**config.mk**
```make
export PLATFORM = sky130hd
export DESIGN_NAME = bp_fe_cmd_sequencer
export DESIGN_NICKNAME = d
export VERILOG_FILES = /design/src/rtl/bp_fe_cmd_sequencer.sv
export SDC_FILE = /design/constraint.sdc
export NUM_CORES = 1
export LEC_CHECK = 0
export BUFFER_PORTS_ARGS = -buffer_cell sky130_fd_sc_hd__buf_2
export CAP_MARGIN = 20
export CORE_MARGIN = 2
export CORE_UTILIZATION = 52
export DETAILED_ROUTE_END_ITERATION = 12
export GPL_ROUTABILITY_DRIVEN = 0
export HOLD_SLACK_MARGIN = 0.03
export PLACE_DENSITY = 0.86
export SETUP_SLACK_MARGIN = 0.1
export SLEW_MARGIN = 20
export SYNTH_ARGS = -nofsm -noshare
export SYNTH_HDL_FRONTEND = slang
export SYNTH_SLANG_ARGS = --single-unit
```
**constraint.sdc**
```tcl
create_clock -name clk_i -period 6.7 [get_ports clk_i]
set_clock_uncertainty 0.05 [all_clocks]
set_input_delay 0.67 -clock clk_i [delete_from_list [all_inputs] [get_ports clk_i]]
set_output_delay 0.67 -clock clk_i [all_outputs]
set_load 0.1 [all_outputs]
```
**src/rtl/bp_fe_cmd_sequencer.sv**
```systemverilog
`default_nettype none
// ============================================================================
// Module   : bp_fe_cmd_sequencer
// Purpose  : BlackParrot front-end command sequencer. Buffers BE->FE commands
//            in a small registered FIFO and decodes the oldest (head) command
//            into PC redirect, attaboy, I-TLB and I-cache controls. Supports
//            a programmable idle interval after an I-cache fence.
// Ports    : clk_i / reset_n_i      - clock, async active-low reset
//            cmd_*_i / cmd_ready_o  - command channel (ready/valid)
//            init_done_i, next_pc_i, ovr_i, fetch_exception_i,
//            icache_yumi_i, attaboy_yumi_i - pipeline feedback
//            redirect_*_o, attaboy_*_o, icache_*_o, if1_we_o, poison_*_o,
//            itlb_*_o               - pipeline controls
//            illegal_o, state_o, pending_o - status
// Revision : 1.0 - initial release
// ============================================================================
module bp_fe_cmd_sequencer #(
   parameter int vaddr_width_p        = 39,
   parameter int cmd_els_p            = 2,
   parameter int fence_drain_cycles_p = 4
) (
   input  logic                             clk_i,
   input  logic                             reset_n_i,
   input  logic                             cmd_v_i,
   input  logic [3:0]                       cmd_opcode_i,
   input  logic [vaddr_width_p-1:0]         cmd_npc_i,
   output logic                             cmd_ready_o,
   input  logic                             init_done_i,
   input  logic [vaddr_width_p-1:0]         next_pc_i,
   input  logic                             ovr_i,
   input  logic                             fetch_exception_i,
   input  logic                             icache_yumi_i,
   input  logic                             attaboy_yumi_i,
   output logic                             redirect_v_o,
   output logic [vaddr_width_p-1:0]         redirect_pc_o,
   output logic                             attaboy_v_o,
   output logic [vaddr_width_p-1:0]         attaboy_pc_o,
   output logic                             icache_v_o,
   output logic                             icache_fencei_o,
   output logic                             icache_spec_o,
   output logic                             if1_we_o,
   output logic                             poison_if1_o,
   output logic                             poison_if2_o,
   output logic                             itlb_w_v_o,
   output logic                             itlb_flush_v_o,
   output logic                             illegal_o,
   output logic [2:0]                       state_o,
   output logic [$clog2(cmd_els_p+1)-1:0]   pending_o
);

   localparam int PTR_W = (cmd_els_p > 1) ? $clog2(cmd_els_p) : 1;
   localparam int CNT_W = $clog2(cmd_els_p + 1);
   localparam int DRN_W = (fence_drain_cycles_p > 1) ? $clog2(fence_drain_cycles_p) : 1;

   localparam logic [PTR_W-1:0] PTR_LAST = PTR_W'(cmd_els_p - 1);
   localparam logic [CNT_W-1:0] CNT_FULL = CNT_W'(cmd_els_p);
   // Counter is loaded with N-1 so that DRAIN lasts exactly N cycles.
   localparam logic [DRN_W-1:0] DRN_LOAD =
      DRN_W'((fence_drain_cycles_p > 0) ? fence_drain_cycles_p - 1 : 0);

   localparam logic [3:0] OP_STATE_RESET   = 4'd0;
   localparam logic [3:0] OP_PC_REDIRECT   = 4'd1;
   localparam logic [3:0] OP_IC_FILL_RST   = 4'd2;
   localparam logic [3:0] OP_IC_FILL_RES   = 4'd3;
   localparam logic [3:0] OP_ITLB_FILL_RST = 4'd4;
   localparam logic [3:0] OP_ITLB_FILL_RES = 4'd5;
   localparam logic [3:0] OP_ICACHE_FENCE  = 4'd6;
   localparam logic [3:0] OP_ITLB_FENCE    = 4'd7;
   localparam logic [3:0] OP_ATTABOY       = 4'd8;
   localparam logic [3:0] OP_WAIT          = 4'd9;

   typedef enum logic [2:0] {
      S_RESET  = 3'd0,
      S_WAIT   = 3'd1,
      S_RUN    = 3'd2,
      S_FENCE  = 3'd3,
      S_DRAIN  = 3'd4,
      S_RESUME = 3'd5
   } state_e;

   state_e                    state_q, state_d;
   logic [DRN_W-1:0]          drain_q, drain_d;
   logic [PTR_W-1:0]          rptr_q, wptr_q;
   logic [CNT_W-1:0]          count_q;
   logic [3:0]                op_mem_q  [cmd_els_p];
   logic [vaddr_width_p-1:0]  npc_mem_q [cmd_els_p];

   logic                      enq, deq;
   logic                      head_v;
   logic [3:0]                head_op;
   logic [vaddr_width_p-1:0]  head_npc;
   logic                      head_immediate, head_complex, head_attaboy, head_illegal;

   // ---------------------------------------------------------------- FIFO
   assign cmd_ready_o = reset_n_i & (count_q != CNT_FULL);
   assign enq         = cmd_v_i & cmd_ready_o;
   assign head_v      = (count_q != '0);
   assign head_op     = op_mem_q[rptr_q];
   assign head_npc    = npc_mem_q[rptr_q];

   always_ff @(posedge clk_i) begin
      if (enq) begin
         op_mem_q[wptr_q]  <= cmd_opcode_i;
         npc_mem_q[wptr_q] <= cmd_npc_i;
      end
   end

   always_ff @(posedge clk_i or negedge reset_n_i) begin
      if (!reset_n_i) begin
         rptr_q  <= '0;
         wptr_q  <= '0;
         count_q <= '0;
         state_q <= S_RESET;
         drain_q <= '0;
      end else begin
         if (enq) wptr_q <= (wptr_q == PTR_LAST) ? '0 : wptr_q + 1'b1;
         if (deq) rptr_q <= (rptr_q == PTR_LAST) ? '0 : rptr_q + 1'b1;
         if (enq & ~deq)      count_q <= count_q + 1'b1;
         else if (~enq & deq) count_q <= count_q - 1'b1;
         state_q <= state_d;
         drain_q <= drain_d;
      end
   end

   // ------------------------------------------------------ head decoding
   always_comb begin
      head_immediate = head_v & ((head_op == OP_PC_REDIRECT) | (head_op == OP_IC_FILL_RST) |
                                 (head_op == OP_IC_FILL_RES) | (head_op == OP_WAIT));
      head_complex   = head_v & ((head_op == OP_STATE_RESET) | (head_op == OP_ITLB_FILL_RST) |
                                 (head_op == OP_ITLB_FILL_RES) | (head_op == OP_ITLB_FENCE) |
                                 (head_op == OP_ICACHE_FENCE));
      head_attaboy   = head_v & (head_op == OP_ATTABOY);
      head_illegal   = head_v & (head_op > OP_WAIT);
   end

   // ------------------------------------------------ next state / outputs
   always_comb begin
      state_d         = state_q;
      drain_d         = drain_q;
      deq             = 1'b0;
      icache_v_o      = 1'b0;
      icache_fencei_o = 1'b0;
      if1_we_o        = 1'b0;
      itlb_w_v_o      = 1'b0;
      itlb_flush_v_o  = 1'b0;
      attaboy_v_o     = 1'b0;
      illegal_o       = 1'b0;
      redirect_v_o    = 1'b0;

      unique case (state_q)
         S_RESET: begin
            // state_reset stays at head so RESUME can issue its redirect.
            if (head_v & ~head_illegal) begin
               if (head_op == OP_STATE_RESET) begin
                  if (init_done_i) state_d = S_RESUME;
               end else begin
                  deq = 1'b1;
               end
            end
         end
         S_RUN, S_WAIT: begin
            icache_v_o     = (state_q == S_RUN) ? ~head_complex : head_immediate;
            if1_we_o       = icache_yumi_i & ~head_complex;
            itlb_w_v_o     = head_complex & ((head_op == OP_ITLB_FILL_RST) |
                                             (head_op == OP_ITLB_FILL_RES));
            itlb_flush_v_o = head_complex & (head_op == OP_ITLB_FENCE);
            if (head_immediate & if1_we_o) deq = 1'b1;
            if (head_immediate & if1_we_o & (head_op == OP_WAIT)) state_d = S_WAIT;
            else if (head_complex & (head_op == OP_ICACHE_FENCE))  state_d = S_FENCE;
            else if (head_complex)                                  state_d = S_RESUME;
            else if (fetch_exception_i)                             state_d = S_WAIT;
            else if (if1_we_o)                                      state_d = S_RUN;
         end
         S_FENCE: begin
            icache_v_o      = 1'b1;
            icache_fencei_o = 1'b1;
            if (icache_yumi_i) begin
               if (fence_drain_cycles_p > 0) begin
                  drain_d = DRN_LOAD;
                  state_d = S_DRAIN;
               end else begin
                  state_d = S_RESUME;
               end
            end
         end
         S_DRAIN: begin
            if (drain_q == '0) state_d = S_RESUME;
            else               drain_d = drain_q - 1'b1;
         end
         S_RESUME: begin
            icache_v_o = head_v;
            if1_we_o   = icache_yumi_i;
            if (icache_yumi_i) begin
               state_d = S_RUN;
               // Attaboy/illegal heads are consumed by their own rules below.
               if (head_v & ~head_attaboy & ~head_illegal) deq = 1'b1;
            end
         end
         default: state_d = S_RESET;
      endcase

      if (head_illegal) begin
         deq       = 1'b1;
         illegal_o = 1'b1;
      end
      if (head_attaboy & (state_q != S_RESET)) begin
         attaboy_v_o = 1'b1;
         if (attaboy_yumi_i) deq = 1'b1;
      end

      // Commands discarded in RESET never redirect.
      redirect_v_o = deq & ~head_attaboy & ~head_illegal & (state_q != S_RESET);
   end

   assign redirect_pc_o = head_npc;
   assign attaboy_pc_o  = head_npc;
   assign icache_spec_o = ~(head_v & ((head_op == OP_IC_FILL_RST) | (head_op == OP_IC_FILL_RES)))
                          & (state_q != S_FENCE);
   assign poison_if1_o  = fetch_exception_i;
   assign poison_if2_o  = fetch_exception_i | ovr_i | head_immediate |
                          ((state_q != S_RESUME) & head_complex);
   assign state_o       = state_q;
   assign pending_o     = count_q;

   // next_pc_i is part of the pipeline interface but does not steer sequencing.
   logic unused_ok;
   assign unused_ok = ^next_pc_i;

endmodule
`default_nettype wire

```
# Yosys cells after proc, flatten, opt, wreduce, memory -nomap -nowiden
# Memories as Yosys holds them, arrays and structs flattened.
# Index checks and enable logic that the tools add are counted.
op_classes:
  n_addsub: 5
  magnitude_cmp: 1
  n_eq_ne: 25
  muxes: 38
  bitwise: 42
  reduce_logical: 10
ops:
  columns: ["operator", "n"]
  rows:
  - ["$mux 3", 11]
  - ["$and 1x1->1", 24]
  - ["$mux 1", 18]
  - ["$eq 4x3->1 const B", 4]
  - ["$ne 2x2->1 const B", 8]
  - ["$pmux 3 s5", 1]
  - ["$or 1x1->1", 12]
  - ["$eq 4x2->1 const B", 2]
  - ["$eq 4x4->1 const B", 2]
  - ["$mux 2", 4]
  - ["$reduce_and 7->1", 1]
  - ["$eq 3x2->1 const B", 2]
  - ["$eq 3x3->1 const B", 2]
  - ["$ne 6x6->1 const B", 1]
  - ["$not 1->1", 6]
  - ["$pmux 1 s3", 2]
  - ["$reduce_bool 2->1", 3]
  - ["$eq 4x1->1 const B", 1]
  - ["$gt 4x4->1 const B", 1]
  - ["$logic_not 4->1", 1]
  - ["$pmux 2 s2", 1]
  - ["$sub 2x1->2 const B", 2]
  - ["$eq 3x1->1 const B", 1]
  - ["$logic_not 3->1", 1]
  - ["other kinds (9)", 10]
totals:
  reg_bits: 9
  ramBits: 86
  inputBits: 90
  out_inout_bits: 95
  elab_cells: 128
  memories: 2
mem_list:
  columns: ["name", "words", "word_bits", "read_ports", "rd_ports_with_merged_regs", "wr", "line_no", "source"]
  rows:
  - ["npc_mem_q", 2, 39, 1, 0, 1, "86", "logic [vaddr_width_p-1:0] npc_mem_q [cmd_els_p];"]
  - ["op_mem_q", 2, 4, 1, 0, 1, "85", "logic [3:0] op_mem_q [cmd_els_p];"]

# Depth between registers and ports, before layout
# Gate-level depths: netlist of the first run.
# An unclocked memory read counts as a cell.
depth:
  word_depth: 18
  depth_mapped: 10
  mapped_depth_nobuf: 9

# Least setup slack after synthesis of the first run
# Ideal clock, no wire load.
synth_timing:
  path_kind: "reg-to-reg"
  from: "register count_q[0] (netlist: pending_o[0])"
  to: "memory npc_mem_q[0][0] (enable)"
  setup_time_ns: 0.443
  arrival_time_ns: 5.697
  t_required_ns: 6.207
  slack_ns: 0.509
  stages_incl_launch_ff: 5
  n_path_buf: 0
  period_less_slack_ns: 6.191
  cell_sequence: "dfrtp_1 > inv_1 > a21boi_0 > nand2_1 > nor2_1"
synth_via:
  elab_chain_len: 5
synth_rtl:
  columns: ["item", "line_no", "source"]
  rows:
  - ["from (decl)", "84", "logic [CNT_W-1:0] count_q;"]
  - ["from (signal assigned)", "118", "if (enq & ~deq) count_q <= count_q + 1'b1;"]
  - ["from (signal assigned)", "119", "else if (~enq & deq) count_q <= count_q - 1'b1;"]
  - ["$ne 2x2->1", "95", "assign cmd_ready_o = reset_n_i & (count_q != CNT_FULL);"]
  - ["$and 1x1->1", "95", null]
  - ["named net cmd_ready_o", "27", "output logic cmd_ready_o,"]
  - ["$and 1x1->1", "96", "assign enq = cmd_v_i & cmd_ready_o;"]
  - ["$mux 1", "102", "if (enq) begin"]
  - ["$mux 1 (not written as such)", "104", "npc_mem_q[wptr_q] <= cmd_npc_i;"]
  - ["to (decl)", "86", null]
# The timed path passes the listed nets, and every way through them passes these cells.

# Worst setup path after layout of the first run
layout_timing:
  from: "register rptr_q"
  to: "output icache_v_o"
layout_via:
  elab_chain_len: 10
layout_rtl:
  columns: ["item", "line_no", "source"]
  rows:
  - ["from (decl)", "83", "logic [PTR_W-1:0] rptr_q, wptr_q;"]
  - ["from (signal assigned)", "117", "if (deq) rptr_q <= (rptr_q == PTR_LAST) ? '0 : rptr_q + 1'b1;"]
  - ["$mem_v2 2x4 (*)", null, null]
  - ["$eq 4x3->1 / $logic_not 4->1 (equally long branches)", "129", "head_complex = head_v & ((head_op == OP_STATE_RESET) | (head_op == OP_ITLB_FILL_RST) |"]
  - ["$or 1x1->1 (2 in series)", "129", null]
  - ["$or 1x1->1 (2 in series)", "130", "(head_op == OP_ITLB_FILL_RES) | (head_op == OP_ITLB_FENCE) |"]
  - ["$and 1x1->1", "129", null]
  - ["$not 1->1", "162", "icache_v_o = (state_q == S_RUN) ? ~head_complex : head_immediate;"]
  - ["$mux 1 (*)", "162", null]
  - ["$pmux 1 s3 (*)", "150", "unique case (state_q)"]
  - ["to (decl)", "38", "output logic icache_v_o,"]
# Mark *: on every way between the ends. The rest lies on a longest branch, timed or not.

==> results of run 1 <==
==> metal layers <==
layer / wire, µm / GRT usage (%)
met5: 0 / 0
met4: 134 / 8.69
met3: 620 / 5.14
met2: 4240 / 30.7
met1: 3140 / 19.4
==> cells in the mapped netlist, types with 3 or more instances <==
library cell  instances  area share, %
o21ai_1               4           0.46
mux2_2               41             11
nand3_1               3           0.34
nor2_1               13            1.1
a21oi_1               5           0.57
a31oi_1               3           0.43
inv_1                 6           0.52
buf_4                41            7.1
nor3_1                4           0.46
a211oi_1              5           0.86
clkbuf_1              4           0.34
edfxtp_1             86             59
dfrtp_1               9            5.2
o21ai_0               3           0.34
buf_2                 5           0.57
nand2_1               7           0.60
xnor2_1               4           0.80
==> state kept, by name (all words and copies together) (netlist names) <==
signal,flops
npc_mem_q,78
rptr_q,1
wptr_q,1
state_o,3
op_mem_q,8
pending_o,2
drain_q,2
==> path summary, 6_finish.rpt <==
kind                             from            to  slack, ns  cells past startpoint
max                            rptr_q    icache_v_o       3.05                      8
min                         reset_n_i        wptr_q       0.11                      1
max reg2reg                    rptr_q  pending_o[1]       3.87                     10
min reg2reg                drain_q[0]    drain_q[0]       0.43                      1
max in group asynchronous   reset_n_i        rptr_q       6.28                      1
min in group clk_i         drain_q[0]    drain_q[0]       0.43                      1
==> final cells by class <==
type	count	area [µm²]	area share, %
Sequential cell	95	2810	55.4
Clock inverter	7	85.1	1.68
Timing Repair Buffer	147	741	14.6
Inverter	7	26.3	0.518
Tap cell	105	131	2.59
Multi-Input combinational cell	138	1160	22.8
Clock buffer	9	124	2.44
==> stage by stage <==
stage	cells	cell area, µm²	utilization, %	hold slack [ns]	worst slack, ns
floorplan	292	4350	-	0.324	0.509
global placement	492	4860	59.5	0.407	3.48
detailed placement	492	4860	59.5	0.415	3.41
CTS	508	5070	62.0	0.0954	3.00
global route	508	5070	62.0	0.0968	2.87
finish	508	5070	62.0	0.109	3.05
==> placed cells by master (no fill, tap or decap), types with 3 or more instances in the layout <==
cell      synthesis  routed
dfrtp_1           9       8
buf_2             5     145
mux2_2           41      41
nand3_1           3       3
a31oi_1           3       3
nand2_1           7       7
a211oi_1          5       5
clkbuf_8          0       9
edfxtp_1         86      86
o21ai_0           3       3
o21ai_1           4       4
inv_1             6       6
a21oi_1           5       5
nor3_1            4       4
xnor2_1           4       4
nor2_1           13      12
==> kinds of logic after synthesis <==
family | Yosys count | synth area share (%)
buffers and inverters | 59 | 9.11
and+or+nand+nor | 47 | 5.98
muxes | 43 | 11.2
DFF | 95 | 64.5
adders and majority gates | 2 | 0.575
xor gates and xnor gates | 6 | 1.21
AOI/OAI and AO/OA | 40 | 7.45
==> worst max-delay path: stages (launching register included) <==
cell	delay, ns
dfrtp_2	0.36
buf_4	0.53
nor3b_2	0.39
nor2_1	0.11
o22ai_1	0.33
nand3_1	0.13
a21oi_1	0.19
a31o_1	0.12
buf_2	0.42
==> impl_metrics.yaml, run 1 <==
clocking:
  cts_num_sinks: 95
  clockBufferDepth: 2
  htreeDepth: 3
  cts_made_buffers: 9
  postCtsSetupBuffers: 0
  path_clk_slew_ns: 0.10
  worstSkewPairLatency_ns: 0.35
  cts_tree: "built"
  root_buffer: "clkbuf_8"
  cts.repair.resized: 0
  hold_buffers: 0
routing:
  firstDrtPassIters: 4
  post_drt_via_cell_ratio: 5.29
  wl_um: 8130
  vias: 2689
  first_iter_violations: 125
  final_antenna_net_count: 0
  route.detailed.drc: 0
  wl_per_cell_um: 16.0
timing:
  rsz0062_at_grt: "no"
  min_period_over_period_pct: 54.5
  fin_crit_ns: 3.65
  max_freq_mhz: 274
  fin_setup_tns_ns: 0
  slew_viol_final: 0
  worstMarginPinSlew_ns: 1.04
  finalSetupViolations: 0
  hold_violations: 0
  slew_headroom_pct: 30.8
worst_setup_path:
  endpoint_kind: "output port"
  arrival_ns: 2.93
  crit_fanout: 54
  worstPathRequired_ns: 5.98
  path_class: "reg2out"
  start_kind: "register"
global_route:
  grt-ovfl-total: 0
  grt_max_degree: 55
  grt_pass1_vias: 2595
  antenna_found_initial: 0
  grt_pass1_wl_um: 11800
  grtUsageTotal_pct: 17.5
layout:
  areaGrowthSynthToFinish_pct: 16.6
  fillerInstances: 648
  final_layout_size_suffix_gt1_share_pct: 54.6
  diodes: 0
  nets: 490
logic_synthesis:
  avgSynthCellArea_um2: 14.9
  syn_inst: 292
  ys_ff_latch: 95
  synth.distinct_cells: 58
  syn_nets: 384
  async_flop_share_pct: 9.47
  ys_seq_area_share_pct: 64.5
  synth_edf_count: 86
  synth_top_flop_cell: "edfxtp_1"
  synth_area_mm2: 0.00435
  synth_warnings: 0
floorplan:
  rows: 33
  core_mm2: 0.00818
  num_io_pins: 185
  die-area_mm2: 0.00912
  die_h_um: 95.5
  start_util_pct: 53.2
  chipWidth_um: 95.5
placed_design:
  port_buffers: 145
  dp_hpwl_um: 5670
job:
  drv_cap: 0
min_path:
  min_path_type: "in2async"
status:
  outcome: "complete, no violations"
Power of run 1 is left out: the tool's default activity adds up to more than one toggle a clock period on the data nets, which glitch-free logic cannot reach.
==> run 2, diff against run 1 <==
--- a/config.mk
+++ b/config.mk
@@ -8,11 +8,11 @@
 export BUFFER_PORTS_ARGS = -buffer_cell sky130_fd_sc_hd__buf_2
 export CAP_MARGIN = 20
 export CORE_MARGIN = 2
-export CORE_UTILIZATION = 52
+export CORE_UTILIZATION = 43
 export DETAILED_ROUTE_END_ITERATION = 12
 export GPL_ROUTABILITY_DRIVEN = 0
 export HOLD_SLACK_MARGIN = 0.03
-export PLACE_DENSITY = 0.86
+export PLACE_DENSITY = 0.76
 export SETUP_SLACK_MARGIN = 0.1
 export SLEW_MARGIN = 20
 export SYNTH_ARGS = -nofsm -noshare
==> constraint.sdc (replaced) <==
create_clock -name clk_i -period 3.35 [get_ports clk_i]
set_clock_uncertainty 0.05 [all_clocks]
set_input_delay 0.335 -clock clk_i [delete_from_list [all_inputs] [get_ports clk_i]]
set_output_delay 0.335 -clock clk_i [all_outputs]
set_load 0.1 [all_outputs]
==> run 2 against run 1 <==
Effect of this change: cell area increased by 1.8%; die area increased by 20%; sequential share of layout area decreased by 0.97 points; utilization decreased by 9.5 points; wire length increased by 4.1%; non-clock buffer count increased by 4.
==> impl_metrics.yaml, run 2 (synthesized netlist as in run 1, its figures left out) <==
layout:
  multi_input_area_mm2: 0.00120
  top_register: "npc_mem_q"
  final_cell_mix: "145 x buf_2, 86 x edfxtp_1, 41 x mux2_2, 10 x nor2_1, 9 x clkbuf_8"
  ff_latch_area_mm2: 0.00281
  areaGrowthSynthToFinish_pct: 18.6
  final_layout_size_suffix_gt1_share_pct: 57.0
  final_cells: 540
  nets: 494
  diodes: 0
  fillerInstances: 876
  fin_area_mm2: 0.00516
  final_core_util_pct: 52.6
  layout_commonest_cell: "buf_2"
  largest_reg_flops: 78
routing:
  post_drt_via_cell_ratio: 5.02
  route.detailed.drc: 0
  wl_um: 8470
  top_layer: "met4"
  vias: 2710
  firstDrtPassIters: 4
  final_antenna_net_count: 0
  first_iter_violations: 143
  drt-met1-wl_um: 3450
  wl_met3_um: 530
  dr_wl_met2_um: 4370
  wl_per_cell_um: 15.7
placed_design:
  dp.cells: 523
  port_buffers: 145
  place_area_mm2: 0.00496
  pre_cts_ws_ns: 0.714
  dp_hpwl_um: 6060
clocking:
  cts_tree: "built"
  worstSkewPairLatency_ns: 0.36
  cts_num_sinks: 95
  htreeDepth: 3
  clockBufferDepth: 2
  postCtsSetupBuffers: 0
  path_clk_slew_ns: 0.10
  cts_made_buffers: 9
  root_buffer: "clkbuf_8"
worst_setup_path:
  arrival_ns: 2.63
  crit_fanout: 23
  cp.buffers_inverters: 2
  cpMaxStageDelayCell: "dfrtp_2"
  endpoint_kind: "output port"
  path_cells: "buf_4 -> or3b_4 -> a2bb2oi_4 -> o21ai_2 -> o21ai_1 -> a21oi_1 -> a31o_1 -> buf_2"
  crit_start: "rptr_q"
  r2r_start: "rptr_q"
  cp_num_cells: 8
  r2r-end: "pending_o[1]"
  rrSetupSlack_ns: 0.77
  reg2reg_depth: 10
  path_class: "reg2out"
  crit_end: "icache_v_o"
  crit_path_max_incr_delay_ns: 0.48
  crit_family: "compound AO/OA/AOI/OAI gates"
  start_kind: "register"
  worstPathRequired_ns: 2.96
timing:
  hold_violations: 0
  min_period_over_period_pct: 89.9
  slew_viol_final: 0
  setup_ws_ns: 0.340
  max_freq_mhz: 332
  finalSetupViolations: 0
  rsz0062_at_grt: "no"
  fin_crit_ns: 3.01
  worstMarginPinSlew_ns: 0.588
  slew_headroom_pct: 60.8
global_route:
  grt_max_degree: 44
  grt_pass1_vias: 2762
  antenna_found_initial: 0
  grt-ovfl-total: 0
  grt_pass1_wl_um: 13300
  grtUsageTotal_pct: 15.4
floorplan:
  die-area_mm2: 0.0109
  num_io_pins: 185
  start_util_pct: 44.3
  core_mm2: 0.00982
  chipWidth_um: 105
  die_h_um: 105
  rows: 36
job:
  drv_cap: 0
status:
  outcome: "complete, no violations"
min_path:
  min_path_type: "in2reg"
==> run 2: final cells by class <==
type	instances	area share, %
repair buffers	151	15.0
clock inverters	7	1.31
well taps	133	3.22
multi-input cells	138	23.2
clock buffers	9	2.40
inverters	7	0.509
flip-flops and latches	95	54.4
==> run 2: metrics by stage <==
stage	setup TNS [ns]	hold slack [ns]
3_5_place_dp	0	0.155
4_1_cts	0	0.0824
3_3_place_gp	0	0.147
6_report	0	0.106
5_1_grt	0	0.0781
2_1_floorplan	-7.16	-0.0106
==> run 2: per-layer routing <==
metal / track usage, % / vias up
met5: 0 / -
met4: 5.43 / 0
met3: 4.05 / 11
met2: 27.4 / 108
met1: 18.1 / 1311
li1: - / 1280
==> run 2: repair_timing <==
item / CTS / global route
hold buffers: 1 / 0
endpoints found under the hold margin: 9 / 0
gates resized for setup: 0 / 0
==> run 2: worst min path at each step <==
stage	start	end	slack, ns	depth (start not counted)
2_1_floorplan	reset_n_i	drain_q[0]	-0.01	0
3_3_place_gp	reset_n_i	drain_q[1]	0.15	1
3_5_place_dp	reset_n_i	drain_q[0]	0.16	1
4_1_cts	cmd_npc_i[2]	npc_mem_q[0][2]	0.08	1
5_1_grt	cmd_npc_i[16]	npc_mem_q[0][16]	0.08	1
6_report	cmd_npc_i[2]	npc_mem_q[1][2]	0.11	1
Power of run 2 is left out for the same reason.
